==> config.mk <==
export PLATFORM = sky130hd
export DESIGN_NAME = hough_bin_accumulator
export DESIGN_NICKNAME = d
export VERILOG_FILES = /design/src/rtl/hough_bin_accumulator.sv
export SDC_FILE = /design/constraint.sdc
export NUM_CORES = 2
export LEC_CHECK = 0
export ABC_AREA = 1
export CAP_MARGIN = 5
export CELL_PAD_IN_SITES_DETAIL_PLACEMENT = 1
export CELL_PAD_IN_SITES_GLOBAL_PLACEMENT = 1
export CORE_MARGIN = 2
export CORE_UTILIZATION = 50
export DETAILED_ROUTE_END_ITERATION = 16
export GPL_TIMING_DRIVEN = 0
export HOLD_SLACK_MARGIN = 0.08
export PLACE_DENSITY = 0.82
export SETUP_SLACK_MARGIN = 0.4
export SLEW_MARGIN = 20
export SYNTH_ARGS = -nofsm -noshare
export SYNTH_HDL_FRONTEND = slang
export SYNTH_SLANG_ARGS = --single-unit
==> constraint.sdc <==
create_clock -name clk -period 8.1 [get_ports clk]
set_input_delay 2.025 -clock clk [delete_from_list [all_inputs] [get_ports clk]]
set_output_delay 2.025 -clock clk [all_outputs]
set_load 0.01 [all_outputs]
==> src/rtl/hough_bin_accumulator.sv <==
// Hough r-bin histogram: counts hits per event, then scans every bin once to find the
// peak while clearing it. Optional macro LSF_HOUGH_SAT_FLAG_EN adds the sat_flag output.
module hough_bin_accumulator #(
    parameter int W_bin_number_a = 7,
    parameter int RBINS          = 128,
    parameter int W_COUNT        = 5,
    parameter int MIN_HITS       = 3
) (
    input  logic                      clk,
    input  logic                      rst_n,
    input  logic [W_bin_number_a-1:0] r_bin,
    input  logic                      r_bin_vld,
    input  logic                      evt_end,
    output logic                      acc_rdy,
    output logic [W_bin_number_a-1:0] peak_bin,
    output logic [W_COUNT-1:0]        peak_count,
    output logic                      peak_found,
    output logic                      peak_vld
`ifdef LSF_HOUGH_SAT_FLAG_EN
    ,
    output logic                      sat_flag
`endif
);

    localparam int WB = W_bin_number_a;
    localparam logic [WB:0]        LP_RBINS    = (WB + 1)'(RBINS);
    localparam logic [WB-1:0]      LP_LAST_IDX = WB'(RBINS - 1);
    localparam logic [W_COUNT-1:0] LP_CNT_MAX  = '1;
    localparam logic [W_COUNT:0]   LP_MIN_HITS = (W_COUNT + 1)'(MIN_HITS);

    typedef enum logic [1:0] {
        ST_ACCUM  = 2'd0,
        ST_SCAN   = 2'd1,
        ST_REPORT = 2'd2
    } state_t;

    state_t             r_state;
    logic [WB-1:0]      r_scan_idx;
    logic [WB-1:0]      r_best_bin;
    logic [W_COUNT-1:0] r_best_cnt;
    logic [WB-1:0]      r_peak_bin;
    logic [W_COUNT-1:0] r_peak_count;
    logic               r_peak_found;
    logic               r_peak_vld;

    logic                          w_in_range;
    logic                          w_accept_hit;
    logic                          w_scanning;
    logic                          w_last_scan;
    logic [RBINS-1:0][W_COUNT-1:0] w_hist;
    logic [W_COUNT-1:0]            w_scan_cnt;
    logic                          w_scan_gt;
    logic [WB-1:0]                 w_next_best_bin;
    logic [W_COUNT-1:0]            w_next_best_cnt;

    assign w_in_range   = {1'b0, r_bin} < LP_RBINS;
    assign acc_rdy      = rst_n && (r_state == ST_ACCUM);
    assign w_accept_hit = acc_rdy && r_bin_vld && w_in_range;
    assign w_scanning   = (r_state == ST_SCAN);
    assign w_last_scan  = w_scanning && (r_scan_idx == LP_LAST_IDX);

    // Strict greater-than keeps the lowest index on ties.
    assign w_scan_cnt      = w_hist[r_scan_idx];
    assign w_scan_gt       = w_scan_cnt > r_best_cnt;
    assign w_next_best_bin = w_scan_gt ? r_scan_idx : r_best_bin;
    assign w_next_best_cnt = w_scan_gt ? w_scan_cnt : r_best_cnt;

    // One saturating counter per bin; hits and scan never coexist, so no RMW hazard.
    genvar gi;
    generate
        for (gi = 0; gi < RBINS; gi++) begin : g_bin
            localparam logic [WB-1:0] LP_IDX = WB'(gi);
            logic [W_COUNT-1:0] r_count;
            logic               w_hit;
            logic               w_clr;

            assign w_hit = w_accept_hit && (r_bin == LP_IDX) && (r_count != LP_CNT_MAX);
            assign w_clr = w_scanning && (r_scan_idx == LP_IDX);

            always_ff @(posedge clk) begin
                if (!rst_n) begin
                    r_count <= '0;
                end else if (w_clr) begin
                    r_count <= '0;
                end else if (w_hit) begin
                    r_count <= r_count + 1'b1;
                end
            end

            assign w_hist[gi] = r_count;
        end
    endgenerate

    always_ff @(posedge clk) begin
        if (!rst_n) begin
            r_state      <= ST_ACCUM;
            r_scan_idx   <= '0;
            r_best_bin   <= '0;
            r_best_cnt   <= '0;
            r_peak_bin   <= '0;
            r_peak_count <= '0;
            r_peak_found <= 1'b0;
            r_peak_vld   <= 1'b0;
        end else begin
            case (r_state)
                ST_ACCUM: begin
                    r_peak_vld <= 1'b0;
                    if (evt_end) begin
                        r_state    <= ST_SCAN;
                        r_scan_idx <= '0;
                        r_best_bin <= '0;
                        r_best_cnt <= '0;
                    end
                end
                ST_SCAN: begin
                    r_best_bin <= w_next_best_bin;
                    r_best_cnt <= w_next_best_cnt;
                    if (w_last_scan) begin
                        r_state      <= ST_REPORT;
                        r_scan_idx   <= '0;
                        r_peak_bin   <= w_next_best_bin;
                        r_peak_count <= w_next_best_cnt;
                        r_peak_found <= ({1'b0, w_next_best_cnt} >= LP_MIN_HITS);
                        r_peak_vld   <= 1'b1;
                    end else begin
                        r_scan_idx <= r_scan_idx + 1'b1;
                    end
                end
                ST_REPORT: begin
                    r_peak_vld <= 1'b0;
                    r_state    <= ST_ACCUM;
                end
                default: begin
                    r_peak_vld <= 1'b0;
                    r_state    <= ST_ACCUM;
                end
            endcase
        end
    end

    assign peak_bin   = r_peak_bin;
    assign peak_count = r_peak_count;
    assign peak_found = r_peak_found;
    assign peak_vld   = r_peak_vld;

`ifdef LSF_HOUGH_SAT_FLAG_EN
    logic r_sat_evt;
    logic r_sat_flag;
    logic w_sat_hit;

    // A hit landing on a counter one below max (or already at max) means saturation.
    assign w_sat_hit = w_accept_hit && (w_hist[r_bin] >= (LP_CNT_MAX - 1'b1));

    always_ff @(posedge clk) begin
        if (!rst_n) begin
            r_sat_evt  <= 1'b0;
            r_sat_flag <= 1'b0;
        end else if (w_scanning) begin
            r_sat_flag <= w_last_scan ? r_sat_evt : 1'b0;
            if (w_last_scan) begin
                r_sat_evt <= 1'b0;
            end
        end else if (w_sat_hit) begin
            r_sat_evt <= 1'b1;
        end
    end

    assign sat_flag = r_sat_flag;
`endif

endmodule

==> run_results.csv <==
group,metric,value,unit
clocking,cts.clk_slew.worst_paths,0.06,ns
clocking,cts_hold_buffers,0,
synthesis,synth_area_per_cell,6.720,sq um
clocking,postCtsSetupBuffers,0,
drt,drt_wl_total,204.2,mm
setup_path,cpLargestDelayFamily,"buffers and inverters",
sta,finalMaxSlewViolations,0,
sta,tns,0,ns
setup_path,cp.required,6.08,ns
drt,drt_iter0_drc,5701,
setup_path,crit_cells,4,
drt,vias,44551,
synthesis,synth_cell_types,41,
clocking,clk_latency,0.66,ns
global_routing,grt_util_all_layers,48.94,%
floorplan,core_area,77720,sq um
floorplan,die_w,284.8,microns
drt,drc,0,
global_routing,antenna_found_initial,23,
global_routing,overflow,0,
sta,hold_violations,0,
setup_path,path_common_cell,"clkdlybuf4s50_1",
synthesis,ys.flop_type,"dfxtp_1",
pwr,ir_drop,0.1584,mV
clocking,cts_tree,"done",
setup_path,cp-start-kind,"input pin",
global_routing,grt_pass1_wl,288.0,mm
setup_path,worstRegToRegCells,21,
cells_and_area,syn_to_final_growth,11.49,%
placed_design,io_buffers,25,
floorplan,initial_core_util,50.72,%
min_path,min_path_cells,1,
sta,fin_hold_ws,0.4466,ns
setup_path,path_cells,"clkdlybuf4s50_1, inv_2, nor3_4, clkdlybuf4s50_1",
synthesis,syn-instance-count,5866,
pwr,p_leak,18.55,nW
run_status,status,"finished, final reports clean",
cells_and_area,fin_cells,7102,
setup_path,slowest_stage,"clkdlybuf4s50_1",
synthesis,synth-seq-area-share,34.28,%
cells_and_area,fillCellCount,10447,
pwr,p_per_area,182.1,nW/um^2
cells_and_area,nNetsFinal,6267,
synthesis,async_flop_share,0,%
floorplan,die_area,81100,sq um
clocking,cts-root-buf,"clkbuf_16",
drt,ant_nets,0,
setup_path,crit_path_end_kind,"primary output",
floorplan,fp.dieH,284.8,microns
sta,layout_min_cycle_time,6.156,ns
sta,slew_headroom,4.318,%
global_routing,grt_max_degree,13,
setup_path,critPathKind,"input pin to primary output",
synthesis,syn-num-nets,6142,
setup_path,worstPathArrival,4.13,ns
sta,rsz0062_at_grt,"no",
clocking,cts-resized-gates,0,
clocking,h-tree-depth,3,
setup_path,worstPathMaxFanout,10,
floorplan,io_pins,26,
clocking,clockBufferDepth,3,
min_path,hold_class,"register to register",
sta,fin_skew,0.02477,ns
placed_design,gp_congestion,1.053,
drt,first_pass_iters,6,
sta,worst_pin_slew,1.430,ns
flow_run,drv_cap,0,
placed_design,dp_hpwl,142.7,mm
clocking,cts_buffers,79,
cells_and_area,drive_above_1_share,8.916,%
synthesis,synth_edf_count,0,
sta,final-setup-viol-count,0,
setup_path,crit_buf_inv,3,
sta,post-route-period-util,76.00,%
drt,detail_route.wl_per_cell,28.76,microns
sta,max_freq,0.1624,GHz
global_routing,grt_pass1_vias,42511,
drt,viasPerCell,6.273,
clocking,clock-sinks,675,
setup_path,max_stage_delay,0.73,ns
synthesis,ys_ff_latch,675,
cells_and_area,multi_input_area,22110,sq um
floorplan,std_cell_rows,102,
synthesis,synth_area,39420,sq um
cells_and_area,regArea,13510,sq um
placed_design,dpl.cell_count,6950,
synthesis,yosysWarnings,0,
==> path summary, 6_finish.rpt <==
| kind | end | slack (ns) | start |
|---|---|---|---|
| max reg2reg | peak_bin[1]$_SDFFE_PN0P_ | 2.11 | r_scan_idx[1]$_SDFFE_PN0P_ |
| max | acc_rdy | 1.94 | rst_n |
| min | g_bin[125].r_count[3]$_SDFFE_PP0P_ | 0.45 | g_bin[125].r_count[3]$_SDFFE_PP0P_ |
| min reg2reg | g_bin[125].r_count[3]$_SDFFE_PP0P_ | 0.45 | g_bin[125].r_count[3]$_SDFFE_PP0P_ |
==> stage by stage <==
step,total power [mW],setup slack (ns),utilization (%),instance area (sq um)
2_1_floorplan,3.863,3.816,-,39420
5_1_grt,8.085,1.970,56.49,43910
3_3_place_gp,4.334,2.007,52.71,40970
6_report,8.003,1.944,56.54,43950
3_5_place_dp,4.364,2.011,53.28,41410
4_1_cts,7.877,2.003,56.48,43900
==> area by class of cell <==
type / count / area share (%)
Antenna cell: 17 / 0.09680
Buffer: 165 / 1.782
Clock buffer: 113 / 5.244
Clock inverter: 22 / 0.4071
Inverter: 834 / 7.123
Multi-Input combinational cell: 4192 / 50.31
Sequential cell: 675 / 30.75
Tap cell: 1040 / 2.961
Timing Repair Buffer: 44 / 1.324
==> registers in the layout (all words and copies together), names as in the netlist <==
| name | cells |
|---|---|
| peak_vld | 1 |
| r_best_bin | 7 |
| r_scan_idx | 7 |
| peak_count | 5 |
| r_state | 2 |
| peak_found | 1 |
| g_bin.r_count | 640 |
| r_best_cnt | 5 |
| peak_bin | 7 |
==> metal layers <==
layer  wire (microns)  vias to the layer above  track usage, %  share of wire, %
met4            20310                       16           39.74               9.9
met2            80160                     2902           68.67                39
li1                 -                    19378               -                 -
met1            74920                    21289           59.30                37
met5              104                        -               0             0.051
met3            28720                      966           18.79                14
==> layout by cell type, fill, tap and decap left out, drive strengths merged, types with 2 or more instances in the layout <==
cell           count
nand2           1068
nor2            1025
inv              835
dfxtp            675
o21ai            520
a21oi            474
nand3            299
nor3             269
ha               265
clkbuf           196
o21a             102
buf              101
a211oi            69
nor4              36
clkdlybuf4s50     25
clkinv            19
o211ai            18
diode             17
nand4             10
and3               6
a32o               6
a32oi              6
o22ai              5
nor3b              5
a31oi              2
bufinv             2
==> worst register-to-register path: stages (launching register included) <==
cell      delay, ns
dfxtp_1        0.41
buf_2          0.23
clkbuf_1       0.97
buf_1          1.01
o21ai_0        0.24
o21ai_0        0.30
nand2_1        0.10
nand4_1        0.34
nand2_1        0.11
nand3_1        0.16
nand2_1        0.09
inv_1          0.08
ha_1           0.22
nand2_1        0.06
nor2_1         0.05
nand2_1        0.08
o211ai_1       0.14
nand2_1        0.31
clkbuf_1       0.42
o21ai_0        0.23
a32oi_1        0.27
inv_1          0.05
==> kinds of logic (layout without fill, tap and decap cells) <==
kind of cell               count (synthesis)  count (layout)  share of synthesized area [%]
AOI/OAI and AO/OA                       1207            1207                          16.72
adders and majority gates                265             265                          8.412
buffers and inverters                    999            1178                          9.761
DFF                                      675             675                          34.28
other                                      0              17                              0
and+or+nand+nor                         2720            2720                          30.82
==> Yosys cell counts, types with 65 or more instances <==
library cell  instances  area share (%)
a211oi_1             69             1.3
a21oi_1             474             6.0
clkbuf_1             83            0.79
dfxtp_1             675              34
ha_1                265             8.4
inv_1               709             6.8
inv_2               121             1.2
nand2_1            1067              10
nand3_1             299             3.8
nor2_1             1013             9.6
nor3_1              149             1.9
nor3_2               65             1.7
o21a_1              102             1.9
o21ai_0             518             6.6
==> power by group <==
part / internal, mW / switching (mW)
Combinational: 0.203 / 0.860
Sequential: 3.33 / 0.00620
Clock: 2.03 / 1.57
No activity file was read; power rests on OpenSTA's default activity.
